<file path="src/rtl/mult_pkg.sv">
// Shared types and sizing helpers for the shift-add multiplier controller.
package mult_pkg;

  typedef enum logic [2:0] {IDLE, LOAD, RUN, CAPTURE, DONE} mult_state_t;

  localparam int DEFAULT_N = 4;

  function automatic int cnt_width(input int n);
    return $clog2(n + 1);
  endfunction

endpackage

</file>
<file path="src/rtl/step_counter.sv">
// Down-counter that paces the RUN phase; reloads to n and flags the final step.
module step_counter
  import mult_pkg::*;
#(
  parameter int n = DEFAULT_N
) (
  input  logic clock,
  input  logic reset,
  input  logic load_cnt,
  input  logic dec,
  output logic last
);

  localparam int W = cnt_width(n);

  logic [W-1:0] cnt_q, cnt_d;

  // Holds at zero rather than wrapping, so a stray dec can never restart a run.
  always_comb begin
    cnt_d = cnt_q;
    if (load_cnt) begin
      cnt_d = W'(n);
    end else if (dec && (cnt_q != '0)) begin
      cnt_d = cnt_q - W'(1);
    end
  end

  always_ff @(posedge clock or posedge reset) begin
    if (reset) begin
      cnt_q <= '0;
    end else begin
      cnt_q <= cnt_d;
    end
  end

  assign last = (cnt_q == W'(1));

endmodule

</file>
<file path="src/rtl/mult_controller.sv">
// Sequencer for the shift-add multiplier: load, n add/shift steps, capture, hold until ack.
module mult_controller
  import mult_pkg::*;
#(
  parameter int n = DEFAULT_N
) (
  input  logic           clock,
  input  logic           reset,
  input  logic           start,
  input  logic           ack,
  input  logic           q0,
  input  logic [2*n-1:0] product_in,
  output logic           load,
  output logic           add_shift,
  output logic           shift,
  output logic           busy,
  output logic           done,
  output logic [2*n-1:0] product
);

  mult_state_t    state_q, state_d;
  logic           load_q, run_q, busy_q, done_q;
  logic [2*n-1:0] product_q, product_d;
  logic           load_cnt, dec, last;

  assign load_cnt = (state_q == LOAD);
  assign dec      = (state_q == RUN);

  step_counter #(.n(n)) u_step_counter (
    .clock    (clock),
    .reset    (reset),
    .load_cnt (load_cnt),
    .dec      (dec),
    .last     (last)
  );

  always_comb begin
    state_d   = state_q;
    product_d = product_q;
    case (state_q)
      IDLE:    if (start) state_d = LOAD;
      LOAD:    state_d = RUN;
      RUN:     if (last) state_d = CAPTURE;
      CAPTURE: begin
        state_d   = DONE;
        product_d = product_in;
      end
      DONE:    if (ack) state_d = IDLE;
      default: state_d = IDLE;
    endcase
  end

  // Status flags are registered from the next state so they line up with state_q.
  always_ff @(posedge clock or posedge reset) begin
    if (reset) begin
      state_q   <= IDLE;
      load_q    <= 1'b0;
      run_q     <= 1'b0;
      busy_q    <= 1'b0;
      done_q    <= 1'b0;
      product_q <= '0;
    end else begin
      state_q   <= state_d;
      load_q    <= (state_d == LOAD);
      run_q     <= (state_d == RUN);
      busy_q    <= (state_d == LOAD) || (state_d == RUN) || (state_d == CAPTURE);
      done_q    <= (state_d == DONE);
      product_q <= product_d;
    end
  end

  assign load      = load_q;
  assign add_shift = run_q & q0;
  assign shift     = run_q & ~q0;
  assign busy      = busy_q;
  assign done      = done_q;
  assign product   = product_q;

endmodule
</file>
<file path="config.mk">
export PLATFORM = sky130hd
export DESIGN_NAME = mult_controller
export DESIGN_NICKNAME = d
export VERILOG_FILES = /design/src/rtl/mult_pkg.sv /design/src/rtl/step_counter.sv /design/src/rtl/mult_controller.sv
export SDC_FILE = /design/constraint.sdc
export NUM_CORES = 1
export LEC_CHECK = 0
export ABC_AREA = 1
export BUFFER_PORTS_ARGS = -buffer_cell sky130_fd_sc_hd__buf_4
export CORE_MARGIN = 2
export CORE_UTILIZATION = 35
export CTS_CLUSTER_SIZE = 24
export DETAILED_ROUTE_END_ITERATION = 8
export PLACE_DENSITY = 0.68
export SETUP_SLACK_MARGIN = 0.15
export SYNTH_ARGS = -nofsm -noshare
export SYNTH_HDL_FRONTEND = slang
export SYNTH_SLANG_ARGS = --single-unit
</file>
<file path="constraint.sdc">
create_clock -name clock -period 3.14 [get_ports clock]
set_input_delay 0.471 -clock clock [delete_from_list [all_inputs] [get_ports clock]]
set_output_delay 0.471 -clock clock [all_outputs]
set_load 0.01 [all_outputs]
</file>
==> flow_metrics.tcl <==
set metrics [dict create \
    drc_errors 0 \
    ios 26 \
    p_sw_frac 0.4137 \
    via_count 672 \
    firstDrtPassIters 4 \
    outcome "finished, final reports clean" \
    cp_slowest_cell "dfrtp_1" \
    tightest_slew_ns 0.6693 \
    path_cells "nand2_1 > inv_1 > buf_4" \
    cts_setup_buffers 0 \
    power_mw 1.021 \
    powerDensity_nw_per_um2 978.4 \
    p_clk_frac 0.110 \
    fmax_mhz 724.1 \
    grt.total_usage 0.1430 \
    crit_fanout 2 \
    yosysWarnings 0 \
    numCtsBuffers 3 \
    grt_pass1_vias 647 \
    start_util 0.3666 \
    die_h_um 51.91 \
    syn_nets 107 \
    final_cell_area_um2 1044 \
    instances_no_fill 146 \
    clk_latency_ns 0.29 \
    first_iter_violations 9 \
    startpoint_type "register" \
    endpoint_kind "output pin" \
    drt_wl_total_um 1561 \
    min_period_ns 1.381 \
    slowest_delay_ns 0.39 \
    drive_gt1_frac 0.2712 \
    place.gp.congestion 0.7370 \
    final_antenna_net_count 0 \
    clockBufferDepth 2 \
    fin_crit_sh 0.4398 \
    area_growth_pct 29.91 \
    setup_viol 0 \
    dp.cells 143 \
    combinationalPowerShare 0.481 \
    io_buffers 25 \
    grt_pass1_wl_um 2670 \
    critPathKind "reg2out" \
    yosys_register_bits 18 \
    ir_drop_v 0.0003864 \
    die_w_um 51.91 \
    placed_cell_area_um2 1021 \
    place_hpwl_um 1196 \
    synth_cell_types 15 \
    synthCells 91 \
    relSlewSlack 0.5533 \
    nNetsFinal 136 \
    drt-vias-per-instance 4.603 \
    rows 17 \
    synth_area_per_cell_um2 8.827 \
    rsz0062_at_grt "false" \
    cts.repair.resized 0 \
    leakagePower_nw 0.5916 \
    seq_area_frac_synth 0.5607 \
    synth_area_um2 803.3 \
    gr-total-overflow 0 \
    grt_antenna_before_repair 0 \
    setup-tns-final_ns 0 \
    antenna_cells 0 \
    htree_levels 1 \
    die-area_um2 2694 \
    finalHoldViolCount 0 \
    grt_max_degree 19 \
    coreArea_um2 2191 \
    finClkSkew_ns 0.003241 \
    utilization 0.4763 \
    ctsRootBufferMaster "clkbuf_4" \
    internal_power_mw 0.5986 \
    hold_buffers 0 \
    power_frac_seq 0.409 \
    hold_class "in2async" \
    worstPathRequired_ns 2.67 \
    final_common_cell "nand2_1" \
    layout_common_cells "nand2_1, buf_4, dfrtp_1, nand3_1, inv_1" \
    arrival_ns 0.91 \
    clkTransAtPathRegs_ns 0.10 \
    cts_tree "built" \
    cts_sinks 18 \
    post_drt_wl_per_cell_um 10.69 \
    slew_violations 0 \
    p_switching_mw 0.4223 \
    max_cap_violations 0 \
]
-- final cells by class --
| class | instances | area (um^2) |
|---|---|---|
| inverter | 13 | 48.80 |
| fill | 204 | 1147 |
| tap | 28 | 35.03 |
| sequential | 18 | 450.4 |
| multi-input combinational | 59 | 299.0 |
| timing repair buffer | 25 | 187.7 |
| clock buffer | 3 | 22.52 |
-- critical path, delay by kind of cell (launching register included) --
kind / cells / cell delay [ns]
AND/OR/NAND/NOR: 1 / 0.07
buffers and inverters: 2 / 0.17
flip-flops: 1 / 0.39
-- through the flow --
| step | setup WS [ns] | hold WS, ns |
|---|---|---|
| finish | 1.759 | 0.2705 |
| detailed placement | 1.866 | 0.4620 |
| global route | 1.693 | 0.3348 |
| CTS | 1.741 | 0.2851 |
| floorplan | 2.029 | 0.4096 |
| global placement | 1.880 | 0.4554 |
-- cells by family after synthesis --
group	after synthesis	synth area share
AND/OR/NAND/NOR	54	0.3069
flip-flops	18	0.5607
buffers and inverters	14	0.06696
adder cells (fa/ha/maj)	3	0.04673
AO/OA/AOI/OAI	2	0.01869
-- registers in the layout (all words and copies together), names as in the netlist --
register              count
busy                      1
done                      1
load                      1
product                   8
run_q                     1
state_q                   3
u_step_counter.cnt_q      3
-- per-layer routing --
layer	wire length [um]	track usage	up-vias
met5	0	0	-
met4	64	0.1316	0
met3	104	0.02011	4
met2	778	0.2215	23
met1	613	0.1695	303
li1	-	-	342
-- final timing paths --
check,start,to,slack [ns],cells past startpoint
worst max-delay path,run_q$_DFF_PP0_,add_shift,1.76,3
worst min-delay path,reset,product[3]$_DFFE_PP0P_,0.27,2
worst max register to register,state_q[0]$_DFF_PP0_,run_q$_DFF_PP0_,1.88,4
worst min register to register,product[3]$_DFFE_PP0P_,product[3]$_DFFE_PP0P_,0.48,2
max in group asynchronous,reset,state_q[1]$_DFF_PP0_,2.44,2
min in group clock,ack,done$_DFF_PP0_,0.36,2
-- power groups by stage --
stage	Clock (mW)	Combinational [mW]	Sequential, mW
global route	0.125	0.566	0.436
CTS	0.117	0.501	0.417
global placement	0	0.483	0.418
floorplan	0	0.291	0.436
detailed placement	0	0.499	0.423
finish	0.112	0.491	0.417
-- synth_stat cells --
library cell   n  share of area
dfrtp_1       18           0.56
inv_1         12          0.056
nand3_1       16           0.10
nor2_4         1          0.014
nor3_1         1         0.0062
o31ai_1        2          0.019
nand2_1       29           0.14
nand4_1        1         0.0078
nand3b_1       1         0.0093
nand3_2        1          0.012
nor2_1         3          0.014
ha_1           3          0.047
inv_2          1         0.0047
nand2_2        1         0.0078
buf_2          1         0.0062
No activity file was read; power rests on OpenSTA's default activity.
